### config.mk
export PLATFORM = sky130hd
export DESIGN_NAME = booth_mult16
export DESIGN_NICKNAME = d
export VERILOG_FILES = /design/src/rtl/booth_mult16_pkg.sv /design/src/rtl/booth_mult16_adder16.sv /design/src/rtl/booth_mult16.sv
export SDC_FILE = /design/constraint.sdc
export NUM_CORES = 1
export LEC_CHECK = 0
export CAP_MARGIN = 30
export CELL_PAD_IN_SITES_DETAIL_PLACEMENT = 0
export CELL_PAD_IN_SITES_GLOBAL_PLACEMENT = 1
export CORE_UTILIZATION = 36
export CTS_BUF_LIST = sky130_fd_sc_hd__clkbuf_2
export CTS_CLUSTER_DIAMETER = 30
export DETAILED_ROUTE_END_ITERATION = 12
export GPL_TIMING_DRIVEN = 0
export PLACE_DENSITY_LB_ADDON = 0.1
export SLEW_MARGIN = 5
export SYNTH_ARGS = -nofsm -noshare
export SYNTH_HDL_FRONTEND = slang
export SYNTH_SLANG_ARGS = --single-unit
### constraint.sdc
create_clock -name clk -period 7.8 [get_ports clk]
set_input_delay 0.78 -clock clk [delete_from_list [all_inputs] [get_ports clk]]
set_output_delay 0.78 -clock clk [all_outputs]
set_load 0.01 [all_outputs]
### src/rtl/booth_mult16_pkg.sv
// Shared types and constants for the radix-2 Booth multiplier and its adder16 datapath.
package booth_mult16_pkg;

  typedef enum logic [1:0] {
    IDLE = 2'd0,
    RUN  = 2'd1,
    DONE = 2'd2
  } state_t;

  localparam logic [2:0] ADD_S = 3'b000;
  localparam logic [2:0] SUB_S = 3'b010;

  localparam int         N_STEPS   = 16;
  localparam logic [3:0] LAST_STEP = 4'(N_STEPS - 1);

endpackage

### src/rtl/booth_mult16_adder16.sv
// adder16: 16-bit combinational add/sub/logic unit with overflow flag and gated carry out.
// CODE: 000 signed add, 001 unsigned add, 010 signed sub, 011 unsigned sub, 1xx logic ops.
module adder16
  import booth_mult16_pkg::*;
(
  input  logic [15:0] A,
  input  logic [15:0] B,
  input  logic [2:0]  CODE,
  input  logic        cin,
  input  logic        coe,
  output logic [15:0] C,
  output logic        vout,
  output logic        cout
);

  logic        w_sub;
  logic [15:0] w_bx;
  logic [16:0] w_sum;
  logic        w_carry;

  always_comb begin
    w_sub   = CODE[1];
    w_bx    = w_sub ? ~B : B;
    w_sum   = {1'b0, A} + {1'b0, w_bx} + {16'b0, w_sub ^ cin};
    C       = w_sum[15:0];
    vout    = 1'b0;
    w_carry = 1'b0;
    if (!CODE[2]) begin
      w_carry = w_sum[16];
      // Unsigned codes flag carry (add) or borrow (sub); signed codes flag two's-complement overflow.
      if (CODE[0]) begin
        vout = w_sum[16] ^ w_sub;
      end else begin
        vout = (A[15] == w_bx[15]) && (w_sum[15] != A[15]);
      end
    end else begin
      case (CODE[1:0])
        2'b00:   C = A & B;
        2'b01:   C = A | B;
        2'b10:   C = A ^ B;
        default: C = A;
      endcase
    end
    cout = coe ? 1'b0 : w_carry;
  end

endmodule

### src/rtl/booth_mult16.sv
// booth_mult16: sequential 16x16 signed radix-2 Booth multiplier, one add/sub-and-shift per clock,
// using a single adder16 instance; start/busy/done handshake with a held 32-bit product.
module booth_mult16
  import booth_mult16_pkg::*;
(
  input  logic        clk,
  input  logic        rst_n,
  input  logic        start,
  input  logic [15:0] multiplicand,
  input  logic [15:0] multiplier,
  output logic        busy,
  output logic        done,
  output logic [31:0] product
);

  state_t      r_state;
  logic [15:0] r_a;
  logic [15:0] r_q;
  logic [15:0] r_m;
  logic        r_qm1;
  logic [3:0]  r_count;
  logic        r_busy;
  logic        r_done;
  logic [31:0] r_product;

  logic        w_op;
  logic [2:0]  w_code;
  logic [15:0] w_c;
  logic        w_vout;
  logic        w_cout_unused;
  logic [15:0] w_s;
  logic        w_sign;
  logic [15:0] w_a_next;
  logic [15:0] w_q_next;

  adder16 u_adder (
    .A    (r_a),
    .B    (r_m),
    .CODE (w_code),
    .cin  (1'b0),
    .coe  (1'b1),
    .C    (w_c),
    .vout (w_vout),
    .cout (w_cout_unused)
  );

  // The injected sign uses C[15]^vout so the shift keeps the true 17-bit sign when A+-M overflows.
  always_comb begin
    w_op     = r_q[0] ^ r_qm1;
    w_code   = (r_q[0] && !r_qm1) ? SUB_S : ADD_S;
    w_s      = w_op ? w_c : r_a;
    w_sign   = w_op ? (w_c[15] ^ w_vout) : r_a[15];
    w_a_next = {w_sign, w_s[15:1]};
    w_q_next = {w_s[0], r_q[15:1]};
  end

  always_ff @(posedge clk or negedge rst_n) begin
    if (!rst_n) begin
      r_state   <= IDLE;
      r_a       <= '0;
      r_q       <= '0;
      r_m       <= '0;
      r_qm1     <= 1'b0;
      r_count   <= '0;
      r_busy    <= 1'b0;
      r_done    <= 1'b0;
      r_product <= '0;
    end else begin
      case (r_state)
        IDLE, DONE: begin
          r_done <= 1'b0;
          if (start) begin
            r_m     <= multiplicand;
            r_q     <= multiplier;
            r_a     <= '0;
            r_qm1   <= 1'b0;
            r_count <= '0;
            r_busy  <= 1'b1;
            r_state <= RUN;
          end else begin
            r_busy  <= 1'b0;
            r_state <= IDLE;
          end
        end
        RUN: begin
          r_a     <= w_a_next;
          r_q     <= w_q_next;
          r_qm1   <= r_q[0];
          r_count <= r_count + 4'd1;
          if (r_count == LAST_STEP) begin
            r_product <= {w_a_next, w_q_next};
            r_done    <= 1'b1;
            r_busy    <= 1'b0;
            r_state   <= DONE;
          end
        end
        default: begin
          r_busy  <= 1'b0;
          r_done  <= 1'b0;
          r_state <= IDLE;
        end
      endcase
    end
  end

  assign busy    = r_busy;
  assign done    = r_done;
  assign product = r_product;

endmodule

Yosys cells after proc, flatten, opt, wreduce, memory -nomap -nowiden
Cells that the tools add are included.
{"block": "op_classes", "mul": 0, "div_mod_pow": 0, "eq_ne": 9, "shift": 0, "n_lt_le_gt_ge": 0, "addsub": 3, "bitwise_logic": 7, "reduce_logical": 10, "n_mux": 24}
{"cell": "$mux W16", "n": 5}
{"cell": "$pmux W16 S2", "n": 2}
{"cell": "$pmux W16 S3", "n": 1}
{"cell": "$add A16 B16 Y17", "n": 1}
{"cell": "$add A17 B1 Y17", "n": 1}
{"cell": "$and A16 B16 Y16", "n": 1}
{"cell": "$not A16 Y16", "n": 1}
{"cell": "$or A16 B16 Y16", "n": 1}
{"cell": "$xor A16 B16 Y16", "n": 1}
{"cell": "$mux W1", "n": 9}
{"cell": "$pmux W4 S2", "n": 1}
{"cell": "$reduce_and A2 Y1", "n": 3}
{"cell": "$add A4 B1 Y4 const B", "n": 1}
{"cell": "$eq A2 B1 Y1 const B", "n": 2}
{"cell": "$eq A2 B2 Y1 const B", "n": 2}
{"cell": "$eq A4 B4 Y1 const B", "n": 1}
{"cell": "$logic_not A2 Y1", "n": 2}
{"cell": "$mux W2", "n": 2}
{"cell": "$mux W4", "n": 1}
{"cell": "$ne A2 B2 Y1 const B", "n": 2}
{"cell": "$pmux W1 S2", "n": 2}
{"cell": "$pmux W2 S2", "n": 1}
{"cell": "$xor A1 B1 Y1", "n": 3}
{"cell": "$logic_and A1 B1 Y1", "n": 2}
{"cell": "other kinds (5)", "n": 5}
{"block": "totals", "latch_bits": 0, "in_bits": 35, "memories": 0, "mem_bits_ro": 0, "elab_cells": 62, "ff_bits": 89, "output_inout_bits": 34, "mem_bits_rw": 0}

Logic depth before layout (Yosys ltp)
{"block": "logic_depth", "word_depth": 13, "ltp_mapped": 14, "ltp_nobuf": 11}

Modules after synthesis
Synthesis repeated with hierarchy kept, for this count alone.
{"block": "unflattened", "cells_unflattened": 554, "hier_area_um2": 5881.9}
{"module": "booth_mult16", "n_inst": 1, "cells_each": 300, "seq_area_each_um2": 2202.1, "area_per_inst_um2": 3832.4}
{"module": "adder16", "n_inst": 1, "cells_each": 254, "seq_area_each_um2": 0.0, "area_per_inst_um2": 2049.5}

Least setup slack after synthesis
OpenSTA, ideal clock, no wires.
{"block": "synth_timing", "kind": "reg2reg", "start": "register r_qm1", "end": "register r_a[11]", "period_less_slack_ps": 3296, "path_stages_with_launch": 14, "path_slack_ps": 4504, "arrival_time_ps": 3172, "path_buffers": 2, "t_required_ps": 7676, "setup_time_ps": 124, "path_cell_list": "dfrtp_1 -> inv_1 -> ha_1 -> buf_6 -> clkbuf_1 -> xor2_1 -> fa_1 -> a21o_1 -> a21oi_1 -> o21bai_1 -> a221o_1 -> a221oi_2 -> nor4_1 -> a211o_1"}
{"block": "synth_between", "elab_chain_cells": 9, "elab_cells_between_ends": 14, "classes_between": "add/sub: 2; eq/ne: 2; mux: 6; bitwise: 1; reduce/logical: 3"}
{"item": "start, declared", "line_no": "booth_mult16.sv:20", "source": "logic r_qm1;"}
{"item": "start signal, assigned", "line_no": "booth_mult16.sv:88", "source": "r_qm1 <= r_q[0];"}
{"item": "$logic_not A1 Y1", "line_no": "booth_mult16.sv:50", "source": "w_code = (r_q[0] && !r_qm1) ? SUB_S : ADD_S;"}
{"item": "$logic_and A1 B1 Y1", "line_no": "booth_mult16.sv:50"}
{"item": "$mux W2", "line_no": "booth_mult16.sv:50"}
{"item": "$mux W16", "line_no": "booth_mult16_adder16.sv:23", "source": "w_bx = w_sub ? ~B : B;"}
{"item": "$add A16 B16 Y17", "line_no": "booth_mult16_adder16.sv:24", "source": "w_sum = {1'b0, A} + {1'b0, w_bx} + {16'b0, w_sub ^ cin};"}
{"item": "$add A17 B1 Y17", "line_no": "booth_mult16_adder16.sv:24"}
{"item": "$mux W16", "line_no": "booth_mult16_adder16.sv:28", "source": "if (!CODE[2]) begin"}
{"item": "$mux W16 (*)", "line_no": "booth_mult16.sv:51", "source": "w_s = w_op ? w_c : r_a;"}
{"item": "$pmux W16 S2 (*)", "line_no": "booth_mult16.sv:69", "source": "case (r_state)"}
{"item": "end signal, assigned", "line_no": "booth_mult16.sv:86", "source": "r_a <= w_a_next;"}
{"item": "end, declared", "line_no": "booth_mult16.sv:17", "source": "logic [15:0] r_a;"}
Mark *: on every way between the ends. The rest lies on a longest branch, timed or not.
A chain may end at the register's enable or synchronous reset.

Final worst setup path
{"block": "layout_timing", "start": "register r_qm1", "end": "register r_product[27], in the netlist product[27]"}
{"block": "layout_between", "elab_chain_cells": 8, "elab_cells_between_ends": 13, "classes_between": "add/sub: 2; eq/ne: 2; mux: 5; bitwise: 1; reduce/logical: 3"}
{"item": "$logic_not A1 Y1", "line_no": "booth_mult16.sv:50"}
{"item": "$logic_and A1 B1 Y1", "line_no": "booth_mult16.sv:50"}
{"item": "$mux W2", "line_no": "booth_mult16.sv:50"}
{"item": "$mux W16", "line_no": "booth_mult16_adder16.sv:23"}
{"item": "$add A16 B16 Y17", "line_no": "booth_mult16_adder16.sv:24"}
{"item": "$add A17 B1 Y17", "line_no": "booth_mult16_adder16.sv:24"}
{"item": "$mux W16", "line_no": "booth_mult16_adder16.sv:28"}
{"item": "$mux W16 (*)", "line_no": "booth_mult16.sv:51"}
{"item": "end signal, assigned", "line_no": "booth_mult16.sv:91", "source": "r_product <= {w_a_next, w_q_next};"}
{"item": "end, declared", "line_no": "booth_mult16.sv:24", "source": "logic [31:0] r_product;"}
Marked as above.

==> summary.md <==
| Metric | Value |
|---|---|
| CTS clock-pin slew for the worst setup and hold paths | approximately 0.24 ns |
| Initial drt markers | 244 |
| Post-cts resize count | 0 |
| CORE AREA | approximately 0.012 sq mm |
| Final setup violation count | 0 |
| EDFF count, synth | 0 |
| # H-tree levels | 3 |
| Multi-input gate area | about 0.0021 sq mm |
| Setup TNS Final | 0 ns |
| Pin count of the biggest net entering global routing | 61 |
| Syn nets | approximately 550 |
| Routed WL | ~12000 um |
| CP Data Required Time | approximately 8.3 ns |
| Worst Setup End Kind | flop |
| Post-DP HPWL | 8610 um |
| Post-CTS setup buffer count | 0 |
| CTS Sinks | just under 90 |
| Number of synthesized register bits | between 80 and 90 |
| R2R depth | 13 |
| Primary FF master, synth | dfrtp_1 |
| Register Area | about 0.0022 sq mm |
| Overall Power | 0.00296 W |
| DRT antenna net count | 0 |
| Utilization after layout | between 40% and 50% |
| FF-to-FF Start | r_qm1$_DFFE_PN0P_ |
| Avg Vias per Cell | approximately 5.1 |
| IO Port Bufs | 68 |
| Syn Std Cell Area | about 0.0044 sq mm |
| Hold Vio Cnt, Final | 0 |
| Die Ht | around 110 um |
| Worst setup path class | reg -> reg |
| Maximum fanout along the worst path | 10 |
| Max transition margin | 48.5% |
| Crit path largest cell delay | approximately 0.55 ns |
| Peak supply drop | 0.170 mV |
| Yosys top cell area share | between 40% and 50% |
| RSZ-0062 raised after global routing | false |
| Wire per inst | around 16 um |
| Worst-Margin Slew | around 0.77 ns |
| First-pass GRT wire length | ~19000 um |
| Routed vias | about 3700 |
| Filler instances | between 1000 and 1500 |
| FF-to-FF End | product[27]$_DFFE_PN0P_ |
| Distinct cells, synth | 46 |
| Pwr Density | roughly 540 mW/mm^2 |
| Slowest-stage cell, CP | clkbuf_1 |
| Worst-path cell chain | inv_1 -> ha_1 -> buf_6 -> clkbuf_1 -> xor2_1 -> fa_1 -> a21o_1 -> a21oi_1 -> o21bai_1 -> a221o_1 -> a221oi_2 -> mux2i_1 -> nand2_1 |
| Final Slew Violations | 0 |
| Cell count after synthesis | around 490 |
| Avg Cell Area, Syn | approximately 9.0 sq um |
| Initial antenna violation count | 0 |
| Min Clock Period, post-route | between 3 and 4 ns |
| Sequential cell area fraction in the yosys report | approximately half |
| Post-synth top area cell | dfrtp_1 |
| Max-cap violations | 0 |
| Data arrival time of the worst path | about 4.5 ns |
| Clk root buf | clkbuf_2 |
| Ant. Diodes | 0 |
| Clock Skew | around 0.015 ns |
| Worst-skew pair later-pin latency | 0.59 ns |
| # IOs | 69 |
| Fmax | 250 MHz |
| Design Area, Final | about 0.0054 sq mm |
| Min-Delay Path Class | in -> async |
| Initial DRT Pass Iterations | 5 |
| CTS tree | done |
| Synth Warn # | 0 |
| GR Overflow Total | 0 |
| DP Area | approximately 0.0053 sq mm |
| Die Wd | ~110 um |
| Layout cells sized above 1 | around 4.9% |
| Placer Congestion | ~0.8 |
| Top cells by area, synth | dfrtp_1, nand2_1, ha_1 |
| Ys async rst share | 100% |
| Row count | 40 |
| Number of global-route vias before repair | around 3600 |
| CTS Buffer Depth | 2 |
| Worst Path Buf+Inv | 3 |
| Reg2reg setup slack | 3.80 ns |
| Initial Util | 37.0% |
| Final net count | 626 |
| Die area | about 0.013 sq mm |
| Status | completed |
| DRC viols | 0 |
| Critical Path Source Type | flop |
| Layout overhead on the synthesized area | 22.3% |
| Total track usage | about 20% |
| Crit path max-delay family | compound AO/OA/AOI/OAI gates |
| CTS Hold Buffers Added | 0 |
| Final Cycle Share | between 50% and 60% |
| Number of CTS-inserted buffers | 9 |
| Leakage Power | 2.60 nW |
## how the worst max path moves through the flow
stage	startpoint	end	cells past startpoint
global route	r_qm1$_DFFE_PN0P_	product[27]$_DFFE_PN0P_	13
global placement	rst_n	product[10]$_DFFE_PN0P_	1
CTS	r_qm1$_DFFE_PN0P_	product[27]$_DFFE_PN0P_	13
detailed placement	r_qm1$_DFFE_PN0P_	product[27]$_DFFE_PN0P_	13
floorplan	r_qm1$_DFFE_PN0P_	r_a[11]$_DFFE_PN0P_	13
finish	r_qm1$_DFFE_PN0P_	product[27]$_DFFE_PN0P_	13
## registers in the layout (all words and copies together), names as in the netlist
| register | count |
|---|---|
| r_m | 16 |
| r_state | 1 |
| r_q | 16 |
| product | 32 |
| done | 1 |
| r_qm1 | 1 |
| r_a | 16 |
| r_count | 4 |
## logic make-up after synthesis
family	synth area share (%)
compound gates	15.0
xor+xnor	5.52
fa+ha+maj	5.24
buf+inv	3.49
flops	49.0
mux	2.14
simple gates	19.6
## cell type report
class,instances,share of cell area (%)
Tap cell,147,3.38
Inverter,6,0.414
Timing Repair Buffer,69,13.0
Multi-Input combinational cell,369,38.8
Clock buffer,11,1.01
Buffer,31,2.44
Sequential cell,87,40.1
Clock inverter,4,0.875
## where the power goes
group / switching, W / total, W / leakage, nW / internal, W
registers: 0.000165 / 0.000843 / 1.06 / 0.000677
clock network: 0.000161 / 0.000235 / 0.0694 / 0.0000740
logic: 0.00109 / 0.00188 / 1.47 / 0.000797
## cell usage after synthesis, types with 6 or more instances
| master | n |
|---|---|
| o21ai_1 | 6 |
| clkbuf_1 | 26 |
| a21o_1 | 8 |
| xor2_1 | 20 |
| dfrtp_1 | 87 |
| nand3_1 | 7 |
| xnor2_1 | 8 |
| a21oi_1 | 21 |
| nand2_1 | 159 |
| nor2_1 | 17 |
| o21ai_0 | 28 |
| ha_1 | 17 |
| mux2i_1 | 8 |
| a22oi_1 | 16 |
| and3_1 | 7 |
## layout by cell type (no fill, tap or decap), types with 2 or more instances in the layout
cell,n
clkbuf_1,26
nand4_1,5
a21oi_2,2
mux2i_1,8
dfrtp_1,87
o31ai_1,3
and3_1,7
nor2b_1,3
o21ai_0,28
a21o_1,8
a31oi_1,5
nand3_1,7
a22oi_1,16
clkinv_1,2
buf_6,2
nand2b_1,2
nor3_1,4
or3_1,2
xor2_1,20
xnor2_1,8
inv_1,5
clkdlybuf4s50_1,67
a21oi_1,21
o21bai_1,2
ha_1,17
a22o_1,3
nor2_1,17
buf_1,2
clkbuf_2,11
o21ai_1,6
nand2_1,159
## through the flow
stage / hold slack [ns] / cells / worst slack (ns)
CTS: 0.0536 / 724 / 3.82
detailed placement: 0.462 / 709 / 3.89
floorplan: 0.450 / 493 / 4.50
global placement: 0.456 / 708 / 2.51
global route: 0.0684 / 724 / 3.56
finish: 0.0775 / 724 / 3.80
## worst register-to-register path, cell delays in order, from the launching register on
cell and delay, ns:
dfrtp_1 0.44, inv_1 0.06, ha_1 0.16, buf_6 0.16
clkbuf_1 0.55, xor2_1 0.27, fa_1 0.48, a21o_1 0.17
a21oi_1 0.21, o21bai_1 0.13, a221o_1 0.44, a221oi_2 0.49
mux2i_1 0.28, nand2_1 0.07
## metal layers
metal	global-route usage, %	vias to the layer above	routed length (um)	part of all wire [%]
li1	-	1838	-	-
met1	29.5	1730	6110	53
met2	29.1	73	4960	43
met3	3.00	16	349	3.0
met4	7.89	0	206	1.8
met5	0	-	0	0
Note: power is estimated with default switching activity, not from simulation.
